===== src/rtl/tdm_pkg.sv =====
// rtl/tdm_pkg.sv - shared TDM slot constants and FSM state type
package tdm_pkg;

    localparam int SLOTS  = 4;
    localparam int SLOT_W = 2;

    typedef enum logic {
        ST_IDLE = 1'b0,
        ST_RUN  = 1'b1
    } tdm_state_e;

endpackage


===== src/rtl/tdm_slot_counter.sv =====
// rtl/tdm_slot_counter.sv - 2-bit slot counter with enable, restart-to-1 and wrap flag
module tdm_slot_counter
    import tdm_pkg::*;
(
    input  logic              clk,
    input  logic              rst,
    input  logic              en,
    input  logic              restart,
    output logic [SLOT_W-1:0] cnt,
    output logic              wrap
);

    // Restart means the current sample is slot 0, so the next one is slot 1.
    always_ff @(posedge clk or posedge rst) begin
        if (rst) begin
            cnt <= '0;
        end else if (restart) begin
            cnt <= SLOT_W'(1);
        end else if (en) begin
            cnt <= cnt + SLOT_W'(1);
        end
    end

    // The last slot of a frame is the one the counter currently points at.
    assign wrap = (cnt == SLOT_W'(SLOTS - 1));

endmodule


===== src/rtl/tdm_demux1to4.sv =====
// rtl/tdm_demux1to4.sv - serial TDM stream to registered 4-channel frame demultiplexer
module tdm_demux1to4
    import tdm_pkg::*;
#(
    parameter int WIDTH = 1
) (
    input  logic                   clk,
    input  logic                   rst,
    input  logic [WIDTH-1:0]       din,
    input  logic                   din_valid,
    input  logic                   frame_start,
    output logic [SLOTS*WIDTH-1:0] O,
    output logic                   out_valid,
    output logic [SLOT_W-1:0]      sel,
    output logic                   frame_err
);

    tdm_state_e        state_q;
    tdm_state_e        state_d;
    logic              run;
    logic              accept;
    logic              restart;
    logic              count_en;
    logic              wrap;
    logic              complete;
    logic              misplaced;
    logic [SLOT_W-1:0] slot_idx;
    logic [WIDTH-1:0]  sh0;
    logic [WIDTH-1:0]  sh1;
    logic [WIDTH-1:0]  sh2;

    assign run       = (state_q == ST_RUN);
    assign restart   = din_valid & frame_start;
    assign count_en  = din_valid & run;
    assign accept    = din_valid & (run | frame_start);
    assign slot_idx  = frame_start ? '0 : sel;
    // A frame_start on slot 3 aborts the frame, so it can never complete it.
    assign complete  = din_valid & run & ~frame_start & wrap;
    assign misplaced = din_valid & run & frame_start & (sel != '0);

    tdm_slot_counter u_slot_counter (
        .clk     (clk),
        .rst     (rst),
        .en      (count_en),
        .restart (restart),
        .cnt     (sel),
        .wrap    (wrap)
    );

    // State register.
    always_ff @(posedge clk or posedge rst) begin
        if (rst) begin
            state_q <= ST_IDLE;
        end else begin
            state_q <= state_d;
        end
    end

    // Leave IDLE on the first qualified frame_start; RUN free-runs afterwards.
    always_comb begin
        state_d = state_q;
        if ((state_q == ST_IDLE) && din_valid && frame_start) begin
            state_d = ST_RUN;
        end
    end

    // Shadow slots 0..2 collect the partial frame; slot 3 goes straight to O.
    always_ff @(posedge clk or posedge rst) begin
        if (rst) begin
            sh0 <= '0;
            sh1 <= '0;
            sh2 <= '0;
        end else if (accept) begin
            case (slot_idx)
                2'd0:    sh0 <= din;
                2'd1:    sh1 <= din;
                2'd2:    sh2 <= din;
                default: ;
            endcase
        end
    end

    // Output frame and one-cycle strobes.
    always_ff @(posedge clk or posedge rst) begin
        if (rst) begin
            O         <= '0;
            out_valid <= 1'b0;
            frame_err <= 1'b0;
        end else begin
            out_valid <= complete;
            frame_err <= misplaced;
            if (complete) begin
                O <= {din, sh2, sh1, sh0};
            end
        end
    end

endmodule


===== config.mk =====
export PLATFORM = sky130hd
export DESIGN_NAME = tdm_demux1to4
export DESIGN_NICKNAME = d
export VERILOG_FILES = /design/src/rtl/tdm_pkg.sv /design/src/rtl/tdm_slot_counter.sv /design/src/rtl/tdm_demux1to4.sv
export SDC_FILE = /design/constraint.sdc
export NUM_CORES = 1
export LEC_CHECK = 0
export CORE_AREA = 2 2 39 41
export CTS_CLUSTER_DIAMETER = 60
export CTS_CLUSTER_SIZE = 12
export DETAILED_ROUTE_END_ITERATION = 10
export DIE_AREA = 0 0 41 43
export HOLD_SLACK_MARGIN = 0.12
export PLACE_DENSITY = 0.66
export SKIP_CTS_REPAIR_TIMING = 1
export SYNTH_ARGS = -nofsm -noshare
export SYNTH_HDL_FRONTEND = slang
export SYNTH_SLANG_ARGS = --single-unit

===== constraint.sdc =====
create_clock -name clk -period 1.9 [get_ports clk]
set_clock_uncertainty 0.2 [all_clocks]
set_input_delay 0.38 -clock clk [delete_from_list [all_inputs] [get_ports clk]]
set_output_delay 0.38 -clock clk [all_outputs]
set_load 0.05 [all_outputs]

Yosys cells after proc, flatten, opt, wreduce, memory -nomap -nowiden
Index checks and enable logic that the tools add are counted.
Storage, ports and cells
  ROM bits: 0
  bits in latches: 0
  input bits: 5
  flip-flop bits (word level): 12
  RAM bits: 0
  memories kept: 0
  word-level logic and storage cells: 33
Operators by class
  $mul: 0
  div/mod/pow operators: 0
  shift operators: 0
  $lt $le $gt $ge: 0
  muxes and demuxes: 3
  reduce and logical (&&, ||, !) cells: 8
  eq/ne operators: 3
  $add $sub $neg: 1
  bitwise operators: 10
Operators by type and width (number)
  $and 1x1->1: 7
  $mux 2: 3
  $reduce_and 2->1: 3
  $eq 2x2->1 const B: 2
  $reduce_bool 2->1: 2
  $add 2x1->2 const B: 1
  $eq 2x1->1 const B: 1
  $logic_and 1x1->1: 2
  $logic_not 2->1: 1
  $not 1->1: 2
  $or 1x1->1: 1

Logic depth before layout (Yosys ltp)
  depth in word-level cells: 3
  gate-level depth with buffers: 3
  mapped depth without buffers: 3

Cells and area by module
A second synthesis with hierarchy kept.
Unflattened totals
  cell total of the unflattened synthesis: 38
  area, all modules: 510.5 µm²
Modules (own cells, without submodules)
  tdm_demux1to4: cells an instance 30, area each 415.4 µm², times used 1
  tdm_slot_counter: cells an instance 8, area each 95.1 µm², times used 1

Worst setup path before layout
OpenSTA, ideal clock, no wires.
  path type: register to register
  from: register u_slot_counter.cnt[0]
  to: register sh1
  cell stages (with the launch flop): 4
  path slack: 229 ps
  path buffers: 0
  arrival time: 1346 ps
  cells stage by stage: dfrtp_1 > inv_1 > nor3_1 > mux2_2
Between the ends
  word-level cells in the longest chain between the ends: 3
Ends and longest elaborated chain
  start: declaration: line tdm_slot_counter.sv:9  | output logic [SLOT_W-1:0] cnt,
  start signal: assignment: line tdm_slot_counter.sv:20  | cnt <= cnt + SLOT_W'(1);
  $mux 2: line tdm_demux1to4.sv:36  | assign slot_idx = frame_start ? '0 : sel;
  $eq 2x1->1: line tdm_demux1to4.sv:74  | case (slot_idx)
  $reduce_and 2->1 (no line)
  end signal: assignment: line tdm_demux1to4.sv:76  | 2'd1: sh1 <= din;
  end: declaration: line tdm_demux1to4.sv:29  | logic [WIDTH-1:0] sh1;
Every way passes these cells.
A chain may end at the register's enable or synchronous reset.

Worst setup path after layout
  from: input port frame_start
  to: register sh2
Between the ends
  word-level cells in the longest chain between the ends: 3
  elaborated cells between the ends (all ways): 5
  classes of those cells: 1 x eq/ne; 1 x mux; 2 x bitwise; 1 x reduce/logical
Ends and longest elaborated chain
  start: declaration: line tdm_demux1to4.sv:11  | input logic frame_start,
  $mux 2 or $or 1x1->1 (tied branches): line tdm_demux1to4.sv:36, tdm_demux1to4.sv:35
  $eq 2x2->1 or $and 1x1->1 (tied branches): line tdm_demux1to4.sv:74, tdm_demux1to4.sv:35
  $reduce_and 2->1 (no line) (*)
  end signal: assignment: line tdm_demux1to4.sv:77  | 2'd2: sh2 <= din;
  end: declaration: line tdm_demux1to4.sv:30  | logic [WIDTH-1:0] sh2;
Mark *: on every way between the ends. The rest lies on a longest branch, timed or not.

==> results.md <==
Run status:
- The run finished with clean final reports.

Place:
- The placer's final routability congestion estimate is 0.780.
- The count of buffers inserted at the top-level ports is 12.
- Summed over all nets, the half-perimeter wirelength after detailed placement is 694 µm.
- The placed instances occupy a cell area of 688 µm².

Floorplanning:
- Row generation in the floorplan step produced 14 rows.
- The full die area is 1760 µm².
- The initial core utilization is 38.2%.
- The I/O pin count is 13.
- The height of the chip is 43 µm.
- The total area inside the core boundary comes to 1380 µm².
- The die width is 41 µm.

Finish:
- In the final layout, the share of cells above drive strength 1 is 44.6%.
- After routing the design area is 724 µm².
- In the final design database the tool counted 64 nets.
- The relative area change from synthesis to final layout is 37.2%.
- The repair_antennas step left the layout with diodes totalling 0.
- The final core area utilization is 52.4%.

Clock tree:
- The tree is rooted in a sky130_fd_sc_hd__clkbuf_4.
- The CTS tree is done.
- After clock tree synthesis, the clock-pin slew on the worst setup and hold paths is 80 ps.
- In this run the number of H-tree levels came out at 1.
- The clock passes through at most 2 buffers.
- The number of clock buffers inserted by TritonCTS is 3.
- The source-to-sink clock delay at the later pin of the worst-skew pair is 270 ps.
- CTS saw 12 sinks.

GRT:
- The initial antenna violation count was 0.
- Global routing used 16.6% of the available met2 tracks.
- Entering global routing, the biggest net connects 13 pins.
- The met3 global-route usage is 7.33%.
- The global-route wire length before repair is 1540 µm.
- The via count of the first global-routing pass was 338.
- The aggregate global routing overflow is 0.
- The layer flagged by global routing as most heavily used is met1.
- Global routing used 19.9% of the available met1 tracks.
- The total routing resource utilization after global routing is 13.4%.

Route:
- For this block, the initial DRC count from the detailed router was 6.
- The routed via count is 341.
- The routed length per instance is 12.5 µm.
- The number of antenna-violating nets in the routed design is 0.
- The post-detailed-routing wire length is 901 µm.
- For this run, design rule violations remaining after detail routing come to 0.
- The average via count per standard cell is 4.74.
- The detailed-routing iteration count for the pre-antenna-repair pass is 3.

Pwr:
- The internal cell power is 0.670 mW.
- The share of total power dissipated in the clock network is 18.4%.
- The total power density per cell area is 1520 nW/µm².
- The total leakage power is 0.374 nW.
- The share of total power dissipated in sequential elements is 36.7%.
- In this run switching power makes up 39.2% of total power.
- VDD sags by at most 1.05 mV.
- The switching power is 0.433 mW.
- The fraction of power consumed by combinational cells is 45.0%.

Synth:
- The post-synthesis net count is 45.
- In this run the cell area of the synthesized design comes to 528 µm².
- The synthesized design contains 12 register bits.
- The netlist uses 15 different library cells.
- The part of the Yosys area used for sequential elements is 56.9%.
- After synthesis, the cell types taking the most area are sky130_fd_sc_hd__dfrtp_1 57%, sky130_fd_sc_hd__mux2_4 11%, sky130_fd_sc_hd__mux2_2 6.4%.
- Of all cell types, the one taking the most synthesized area is sky130_fd_sc_hd__dfrtp_1.
- The top cell type's share of synthesized area is 56.9%.
- The cell count after synthesis came out at 38.
- The average instance in the mapped netlist occupies 13.9 µm².
- For this run, the number of Yosys warnings is 0.

Timing:
- The time the final worst path needs with I/O delays and setup is 1650 ps.
- The final hold violation count was 0.
- Setup repair after global routing left no endpoint under its margin.
- The maximum clock frequency is 605 MHz.
- The final critical-path share of the clock period is 87.0%.
- The worst pin sits at a relative slew slack of 69.8%.
- The number of max-slew violations in the final report came to 0.
- The final setup violation count is 0.
- The post-route setup TNS is 0 ps.
- The transition time at the pin with the least slew margin is 452 ps.

Critical path:
- The category of the worst setup path launch point is an input pin.
- For the worst setup path, the data required time is 1860 ps.
- The largest driver fanout on the critical path is 3.
- The register-to-register setup slack is 410 ps.
- STA classifies the critical path endpoint as a flop.
- The data arrival time of the worst path is 1610 ps.
- The critical path class is in -> reg.
- The launch point of the worst reg-to-reg path is u_slot_counter.cnt[1]$_DFFE_PP0P_.
- The critical path startpoint is frame_start.

Job:
- Across the run, the number of max-cap violations was 0.

Worst hold path:
- The min-delay analysis places its worst path in the category in -> async.
power by group through the flow:
| stage | registers [mW] | clock network, mW | logic, mW |
|---|---|---|---|
| after detailed placement | 0.412 | 0 | 0.501 |
| after global placement | 0.409 | 0 | 0.495 |
| final | 0.404 | 0.202 | 0.496 |
| after CTS | 0.407 | 0.207 | 0.502 |
| after global routing | 0.416 | 0.227 | 0.526 |
| after floorplan | 0.594 | 0 | 0.140 |
stage by stage:
stage | total power [mW] | std cells | setup WS [ps] | hold slack (ps)
3_3_place_gp | 0.904 | 68 | 12.1 | 286
2_1_floorplan | 0.733 | 38 | 229 | 44.7
5_1_grt | 1.17 | 72 | 250 | 276
4_1_cts | 1.12 | 72 | 273 | 231
6_report | 1.10 | 72 | 247 | 212
3_5_place_dp | 0.913 | 68 | -2.28 | 290
cells by family after synthesis:
logic type | after synthesis | share of synthesized area (%)
mux | 7 | 17.8
flops | 12 | 56.9
fa+ha+maj | 2 | 4.74
buf+inv | 4 | 2.84
simple gates | 8 | 11.6
compound gates | 5 | 6.16
critical path, stage by stage:
cell and delay [ps]:
sky130_fd_sc_hd__clkdlybuf4s50_1 440, sky130_fd_sc_hd__nand3b_1 220, sky130_fd_sc_hd__nor3_1 210, sky130_fd_sc_hd__mux2_2 360
synth_stat cells (all sizes together):
| master | instances |
|---|---|
| ha | 2 |
| nand2 | 2 |
| and3b | 1 |
| nor3b | 1 |
| nand3b | 1 |
| and4b | 1 |
| nor3 | 2 |
| dfrtp | 12 |
| mux2 | 7 |
| inv | 4 |
| a22o | 1 |
| a21o | 1 |
| o21ai | 3 |
sequential cells by signal (all words and copies together) (netlist names):
| register | cells |
|---|---|
| O | 4 |
| frame_err | 1 |
| out_valid | 1 |
| run | 1 |
| sh0 | 1 |
| sh1 | 1 |
| sh2 | 1 |
| u_slot_counter.cnt | 2 |
layout by cell type (no fill, tap or decap), drive strengths merged:
cell type,netlist,layout
a21o,1,1
a22o,1,1
and3b,1,1
and4b,1,1
buf,0,10
clkbuf,0,4
clkdlybuf4s50,0,4
dfrtp,12,12
ha,2,2
inv,4,4
mux2,7,7
nand2,2,2
nand3b,1,1
nor3,2,2
nor3b,1,1
o21ai,3,3
per-layer routing:
metal | up-vias | wire length (µm)
met2 | 9 | 411
met3 | 0 | 60
met1 | 165 | 429
met5 | - | 0
met4 | 0 | 0
li1 | 167 | -
worst paths after layout:
kind | endpoint | cells after the start
worst max-delay path | sh2$_DFFE_PP0P_ | 4
worst min-delay path | frame_err$_DFF_PP0_ | 2
worst max register to register | sh2$_DFFE_PP0P_ | 3
worst min register to register | O[0]$_DFFE_PP0P_ | 1
max in group asynchronous | O[1]$_DFFE_PP0P_ | 2
min in group clk | O[0]$_DFFE_PP0P_ | 1
cell type report:
type / instances / area, µm²
flip-flops and latches: 12 / 300
repair buffers: 14 / 140
well taps: 16 / 20.0
multi-input cells: 22 / 213
inverters: 4 / 15.0
fillers: 121 / 659
clock buffers: 4 / 36.3
Power figures use the tool's default switching activity.
